**src/rtl/oncozucu_kuyrugu.sv**
```systemverilog
// Fetch-side predecoder: classifies each slot of a fetch packet, statically predicts
// direct branches, raises a fetch redirect and queues predecoded entries for decode.
package oncoz_pkg;
   typedef enum logic [1:0] {
      DALLANMA_YOK = 2'd0,
      JAL          = 2'd1,
      JALR         = 2'd2,
      DALLANMA     = 2'd3
   } dallanma_turu_t;

   typedef struct packed {
      logic [31:0]    buyruk;
      logic [31:0]    pc;
      dallanma_turu_t tur;
      logic           tahmin;
      logic [31:0]    hedef;
   } oncoz_giris_t;

   function automatic oncoz_giris_t oncoz_coz(input logic [31:0] pc,
                                              input logic [31:0] buyruk,
                                              input logic        geri_alinir);
      logic [31:0]  j_imm;
      logic [31:0]  b_imm;
      oncoz_giris_t g;
      j_imm    = {{12{buyruk[31]}}, buyruk[19:12], buyruk[20], buyruk[30:21], 1'b0};
      b_imm    = {{20{buyruk[31]}}, buyruk[7], buyruk[30:25], buyruk[11:8], 1'b0};
      g.buyruk = buyruk;
      g.pc     = pc;
      g.tur    = DALLANMA_YOK;
      g.tahmin = 1'b0;
      g.hedef  = '0;
      case (buyruk[6:0])
         7'b1101111: begin
            g.tur    = JAL;
            g.tahmin = 1'b1;
            g.hedef  = pc + j_imm;
         end
         7'b1100111: if (buyruk[14:12] == 3'b000) g.tur = JALR;
         // funct3 010/011 are not branch encodings
         7'b1100011: if (buyruk[14:13] != 2'b01) begin
            g.tur = DALLANMA;
            if (geri_alinir && buyruk[31]) begin
               g.tahmin = 1'b1;
               g.hedef  = pc + b_imm;
            end
         end
         default: ;
      endcase
      return g;
   endfunction
endpackage

module oncozucu_kuyrugu
   import oncoz_pkg::*;
#(
   parameter int GENISLIK    = 2,
   parameter int DERINLIK    = 8,
   parameter bit GERI_ALINIR = 1'b1
) (
   input  logic                    clk_i,
   input  logic                    rst_i,
   input  logic                    temizle_i,
   input  logic                    paket_gecerli_i,
   output logic                    paket_hazir_o,
   input  logic [31:0]             paket_pc_i,
   input  logic [32*GENISLIK-1:0]  paket_buyruk_i,
   input  logic [GENISLIK-1:0]     paket_maske_i,
   output logic                    cikis_gecerli_o,
   input  logic                    cikis_hazir_i,
   output logic [31:0]             cikis_buyruk_o,
   output logic [31:0]             cikis_pc_o,
   output dallanma_turu_t          cikis_tur_o,
   output logic                    cikis_tahmin_o,
   output logic [31:0]             cikis_hedef_o,
   output logic                    yonlendir_o,
   output logic [31:0]             yonlendir_pc_o
);
   localparam int AW = $clog2(DERINLIK);
   localparam int OW = AW + 1;

   oncoz_giris_t r_mem [DERINLIK];
   logic [AW-1:0] r_wr;
   logic [AW-1:0] r_rd;
   logic [OW-1:0] r_occ;
   logic          r_yon;
   logic [31:0]   r_yon_pc;

   oncoz_giris_t  w_giris [GENISLIK];
   logic [AW-1:0] w_ofs   [GENISLIK];
   logic [GENISLIK-1:0] w_yaz;
   logic [OW-1:0] w_push_cnt;
   logic [OW-1:0] w_bos;
   logic          w_dur;
   logic          w_kabul;
   logic          w_pop;
   logic          w_yon;
   logic [31:0]   w_yon_pc;
   oncoz_giris_t  w_bas;

   assign w_bos           = OW'(DERINLIK) - r_occ;
   assign paket_hazir_o   = (w_bos >= OW'(GENISLIK)) && !temizle_i;
   assign w_kabul         = paket_gecerli_i && paket_hazir_o;
   assign cikis_gecerli_o = (r_occ != '0);
   assign w_pop           = cikis_gecerli_o && cikis_hazir_i;

   // Slots are packed densely after the write pointer; the first taken slot ends the packet.
   always_comb begin
      // NOTE: every always_comb output gets a default first so no latch is inferred.
      w_push_cnt = '0;
      w_dur      = 1'b0;
      w_yaz      = '0;
      w_yon      = 1'b0;
      w_yon_pc   = '0;
      for (int k = 0; k < GENISLIK; k++) begin
         w_giris[k] = oncoz_coz(paket_pc_i + 32'(4 * k), paket_buyruk_i[32*k +: 32], GERI_ALINIR);
         w_ofs[k]   = '0;
         if (w_kabul && paket_maske_i[k] && !w_dur) begin
            w_yaz[k]   = 1'b1;
            w_ofs[k]   = w_push_cnt[AW-1:0];
            w_push_cnt = w_push_cnt + OW'(1);
            if (w_giris[k].tahmin) begin
               w_dur    = 1'b1;
               w_yon    = 1'b1;
               w_yon_pc = w_giris[k].hedef;
            end
         end
      end
   end

   always_ff @(posedge clk_i) begin
      if (rst_i) begin
         r_wr     <= '0;
         r_rd     <= '0;
         r_occ    <= '0;
         r_yon    <= 1'b0;
         r_yon_pc <= '0;
      end else if (temizle_i) begin
         r_wr  <= '0;
         r_rd  <= '0;
         r_occ <= '0;
         r_yon <= 1'b0;
      end else begin
         r_wr  <= r_wr + w_push_cnt[AW-1:0];
         r_rd  <= r_rd + AW'(w_pop);
         r_occ <= r_occ + w_push_cnt - OW'(w_pop);
         r_yon <= w_yon;
         if (w_yon) r_yon_pc <= w_yon_pc;
      end
   end

   // NOTE: storage is deliberately not reset; occupancy alone decides what is valid.
   always_ff @(posedge clk_i) begin
      for (int k = 0; k < GENISLIK; k++) begin
         if (w_yaz[k]) r_mem[r_wr + w_ofs[k]] <= w_giris[k];
      end
   end

   assign w_bas          = r_mem[r_rd];
   assign cikis_buyruk_o = w_bas.buyruk;
   assign cikis_pc_o     = w_bas.pc;
   assign cikis_tur_o    = w_bas.tur;
   assign cikis_tahmin_o = w_bas.tahmin;
   assign cikis_hedef_o  = w_bas.hedef;
   assign yonlendir_o    = r_yon;
   assign yonlendir_pc_o = r_yon_pc;

`ifndef SYNTHESIS
   always @(posedge clk_i) begin
      if (!rst_i && !temizle_i) begin
         assert (w_push_cnt <= w_bos);
         assert (!w_pop || (r_occ != '0));
      end
   end
`endif
endmodule

```
**config.mk**
```make
export PLATFORM = sky130hd
export DESIGN_NAME = oncozucu_kuyrugu
export DESIGN_NICKNAME = d
export VERILOG_FILES = /design/src/rtl/oncozucu_kuyrugu.sv
export SDC_FILE = /design/constraint.sdc
export NUM_CORES = 2
export LEC_CHECK = 0
export CAP_MARGIN = 20
export CORE_MARGIN = 2
export CORE_UTILIZATION = 66
export DETAILED_ROUTE_END_ITERATION = 6
export GPL_TIMING_DRIVEN = 0
export PLACE_DENSITY_LB_ADDON = 0.15
export SYNTH_ARGS = -nofsm -noshare
export SYNTH_HDL_FRONTEND = slang
export SYNTH_SLANG_ARGS = --single-unit
```
**constraint.sdc**
```tcl
create_clock -name clk_i -period 28 [get_ports clk_i]
set_input_delay 7 -clock clk_i [delete_from_list [all_inputs] [get_ports clk_i]]
set_output_delay 7 -clock clk_i [all_outputs]
set_load 0.03 [all_outputs]
```
# After elaboration in Yosys (flattened, before gate mapping)
# Memory sizes are Yosys's and may differ from the RTL's. A register that Yosys moved wholly into a read port is not among the register bits.
# Index checks and enable logic that the tools add are counted.
# totals
regBits	43
latchBits	0
mem_bits_rw	792
romBits	0
out_inout_bits	134
memories	1
# op_classes
n_addsub	12
n_mul	0
div_mod_pow	0
order_cmp	1
n_eq_ne	8
n_shift	0
mux	28
bitwise	1
n_reduce_logical	13
# memory_table
name	words	width	read_ports	rd_clocked_by_memory_dff	wr	line_no	text
r_mem	8	99	1	1	2	81	oncoz_giris_t r_mem [DERINLIK];
# ops
cell	n
$pmux W33 S2	2
$add A32 B32 Y32	4
$mux W32	4
$mux W35	2
$mux W33	2
$eq A7 B7 Y1 const B	6
$add A32 B3 Y32 const B	1
$pmux W2 S3	2
$mux W1	11
$add A3 B3 Y3	2
$logic_and A1 B1 Y1	6
$logic_not A3 Y1	2
$mux W3	2
$add A4 B1 Y4 const B	1
$add A4 B4 Y4	1
$ge A4 B2 Y1 const B	1
$mux W2	2
$mux W4	1
$ne A2 B1 Y1 const B	2
$reduce_bool A4 Y1	1
$sub A4 B1 Y4	1
$sub A4 B4 Y4 const A	1
$add A3 B1 Y3	1
$logic_not A1 Y1	2
other kinds (3)	3

# Logic depth before layout (Yosys ltp)
# depth
word_depth	11
ltp_mapped	22
mapped_depth_nobuf	19

# Worst setup path before layout
# OpenSTA, ideal clock, no wires.
# synth_path
path_kind	in2reg
start	input port temizle_i
end	memory r_mem[2][0] (netlist name) (enable)
arrival_ns	15.059
setup_slack_ns	12.239
path_stages	5
path_buffers	1
cell_sequence	a21oi_2 -> and3_1 -> clkbuf_1 -> nand2_1 -> o31ai_1
# synth_lines
item	line_no	text
start, declared	62	input logic temizle_i,
end, declared	81	

# Worst setup path in the final report
# layout_path
start	input port temizle_i
end	output port paket_hazir_o
# layout_via
elab_chain_cells	2
# layout_rtl
item	line_no	text
$logic_not A1 Y1	101	assign paket_hazir_o = (w_bos >= OW'(GENISLIK)) && !temizle_i;
$logic_and A1 B1 Y1	101	
end, declared	64	output logic paket_hazir_o,
# Every way passes these cells.

==> results by group <==
Hold path
  – Worst Hold End: yonlendir_pc_o[31]
  – Hold path startpoint: yonlendir_pc_o[31]
  – Worst hold stages: 2
  – Min-delay worst type: reg -> reg

Layout
  – P&R area growth vs syn: 16.66%
  – Util after Layout: 78.04%
  – Filler-free cell count of the finished design: 5709
  – Final Cell Area: 55980 um^2
  – Layout cells sized above 1: roughly 15%
  – Layout net count: 4893

Global route
  – GRT overflow: 0
  – GRT Total Usage: 48.81%
  – Vias in the first global route: 38800
  – Pin count of the biggest net entering global routing: 24
  – Initial antenna violation count: 13
  – First-pass GRT wire length: 259000 um

Clock network
  – H-Tree Depth: 3
  – CTS Buffer Depth: 3
  – Worst-skew pair later-pin latency: 0.68 ns
  – Clk Tree Root Cell: clkbuf_16
  – Cts bufs inserted: 87
  – Post_cts resized: 0
  – Cts hold-fix bufs: 0
  – Reg clk slew, reported paths: 0.06 ns
  – Post-CTS Setup Bufs: 0
  – CTS tree: built
  – Clock sinks: 835

Logic synthesis
  – Cells after synthesis: 4276
  – Predominant post-synthesis flop cell: edfxtp_1
  – Sequential-to-total area share from yosys stat: 51.36%
  – Unique cell type count in the Yosys netlist: 97
  – Post-synth EDFFs: 792
  – Synth async-reset ratio: 0%
  – Average cell area after synthesis: 11.22 um^2
  – Syn Nets: 4492
  – Mapped Area: 47990 um^2
  – Synth Warn #: 0
  – #FFs+latches synth: 835

Floorplanning
  – Row count: 98
  – Num ports: 237
  – Die area: 74880 um^2
  – Starting Density: 66.90%
  – Die height: 273.6 um
  – Die W: 273.6 um
  – Core Region: roughly 72000 um^2

Timing
  – FMAX: 65.28 MHz
  – Final worst slack: 12.68 ns
  – Tmin final: 15.32 ns
  – Worst Tran Pin Value: around 1.6 ns
  – Setup tns final: 0 ns
  – RSZ-0062 raised after global routing: no
  – Final clock skew: 0.03150 ns
  – Finish-stage setup viols: 0
  – Fin Hold WS: between 0.5 and 0.6 ns
  – Period Utilization, post-route: 54.71%
  – Max-slew violations: 36
  – Hold Violations, Final: 0
  – Worst slew margin: -4.159%

Critical path
  – Worst-path maximum fanout: 3
  – Crit-path slowest cell: clkdlybuf4s50_1
  – Data arrival, critical path: 8.32 ns
  – Cell repeated most along the worst path: clkdlybuf4s50_1
  – Worst r2r src: r_occ[0]
  – R2R setup slack: 21.25 ns
  – CP startpoint kind: input port
  – FF-to-FF path depth: 16
  – Worst path max stage delay: 0.69 ns
  – CP endpoint kind: output port
  – Critical path origin: temizle_i
  – Required time worst endpoint: between 20 and 25 ns
  – Worst Path Class, Setup: in -> out
  – Critical R2R Capture: r_mem[7][51]
  – Crit-path cells: clkdlybuf4s50_1, a21oi_2, clkdlybuf4s50_1

Routing
  – DR WL/cell: roughly 32 um
  – WL final: 184900 um
  – 1st-iter DRT viols: approximately 7300
  – DRC: 0
  – Detail-routed via count per cell: between 7 and 8
  – Remaining antenna violation count: 0
  – Vias post-DR: 40600
  – TritonRoute pass-1 iters: 7

Placement
  – Hpwl dp: 129800 um
  – Final Wtd Congestion: 1.037
  – DP Worst Slack: 12.70 ns
  – Dpl cells: 5520
  – Port bufs: ~230
  – Placed standard-cell area: 52870 um^2

Outcome
  – Failing checks: slew limit
  – Status: finished with violations

Power
  – Max rail drop VDD: 0.00006794 V
  – Pleak: 21.37 nW
  – Power density over the cells: ~60 nW/um^2
  – Pwr Total: 3.343 mW

Run
  – Number of max-cap violations: 0
-- per-layer routing --
layer	up-vias	track usage, %	share of wire [%]
met1	19140	61.23	32
met5	-	0	0.035
met3	1032	17.34	16
li1	16250	-	-
met2	4163	71.56	43
met4	10	32.73	8.6
-- layout make-up --
type / instances / area, um^2
inverter: 51 / 193.9
sequential: 835 / 24640
timing repair buffer: 312 / 3795
tap: 950 / 1189
buffer: 345 / 1563
fill: 4311 / 15750
clock buffer: 112 / 2352
multi-input combinational: 3045 / 21700
antenna: 14 / 35.03
clock inverter: 45 / 506.7
-- Yosys cell counts, types with 83 or more instances --
| master | count | area [um^2] |
|---|---|---|
| o21ai_0 | 163 | 815.8 |
| clkbuf_1 | 179 | 671.9 |
| edfxtp_1 | 792 | 23780 |
| mux2i_1 | 145 | 1451 |
| mux4_2 | 198 | 4459 |
| mux2_2 | 107 | 1205 |
| xor2_1 | 220 | 1927 |
| nor2_1 | 404 | 1516 |
| a21oi_1 | 182 | 910.9 |
| ha_1 | 107 | 1339 |
| nand2_1 | 958 | 3596 |
| buf_2 | 83 | 415.4 |
-- worst max-delay path: cells and delay by family --
family	cells	cell delay (ns)
buffers and inverters	2	1.15
AOI/OAI and AO/OA	1	0.17
-- registers in the layout, indices dropped and copies added, names as in the netlist --
signal / count
r_mem: 792
yonlendir_pc_o: 32
r_occ: 4
r_rd: 3
r_wr: 3
yonlendir_o: 1
-- cell families after synthesis --
kind of cell	count (synthesis)	synth area share, %
adders and majority gates	113	3.040
buffers and inverters	396	3.658
xor gates and xnor gates	294	5.382
AOI/OAI and AO/OA	645	8.636
and+or+nand+nor	1541	13.04
muxes	452	14.89
DFF	835	51.36
-- cell usage in the layout (no fill, tap or decap), drive strengths merged, types with 27 or more instances in the layout --
cell type / n
clkbuf: 310
xor2: 221
mux2i: 145
clkdlybuf4s50: 226
a211oi: 27
dfxtp: 43
mux2: 109
buf: 233
nand2: 960
a21o: 30
ha: 107
inv: 54
nor2: 405
xnor2: 73
a22oi: 31
mux4: 198
nand3: 38
clkinv: 32
a21oi: 186
edfxtp: 792
o21ai: 185
-- power breakdown --
group | internal [mW] | leakage, nW | switching, mW | total (mW)
Clock | 0.678 | 1.39 | 0.515 | 1.19
Combinational | 0.299 | 12.3 | 0.436 | 0.735
Sequential | 1.40 | 7.72 | 0.0104 | 1.42
Total | 2.38 | 21.4 | 0.961 | 3.34
-- how the worst max path moves through the flow --
stage / to / slack (ns)
2_1_floorplan: r_mem[2][0] / 12.24
3_3_place_gp: r_mem[2][54] / 3.47
3_5_place_dp: paket_hazir_o / 12.70
4_1_cts: paket_hazir_o / 12.69
5_1_grt: paket_hazir_o / 12.64
6_report: paket_hazir_o / 12.68
(Power assumes the default switching activity.)
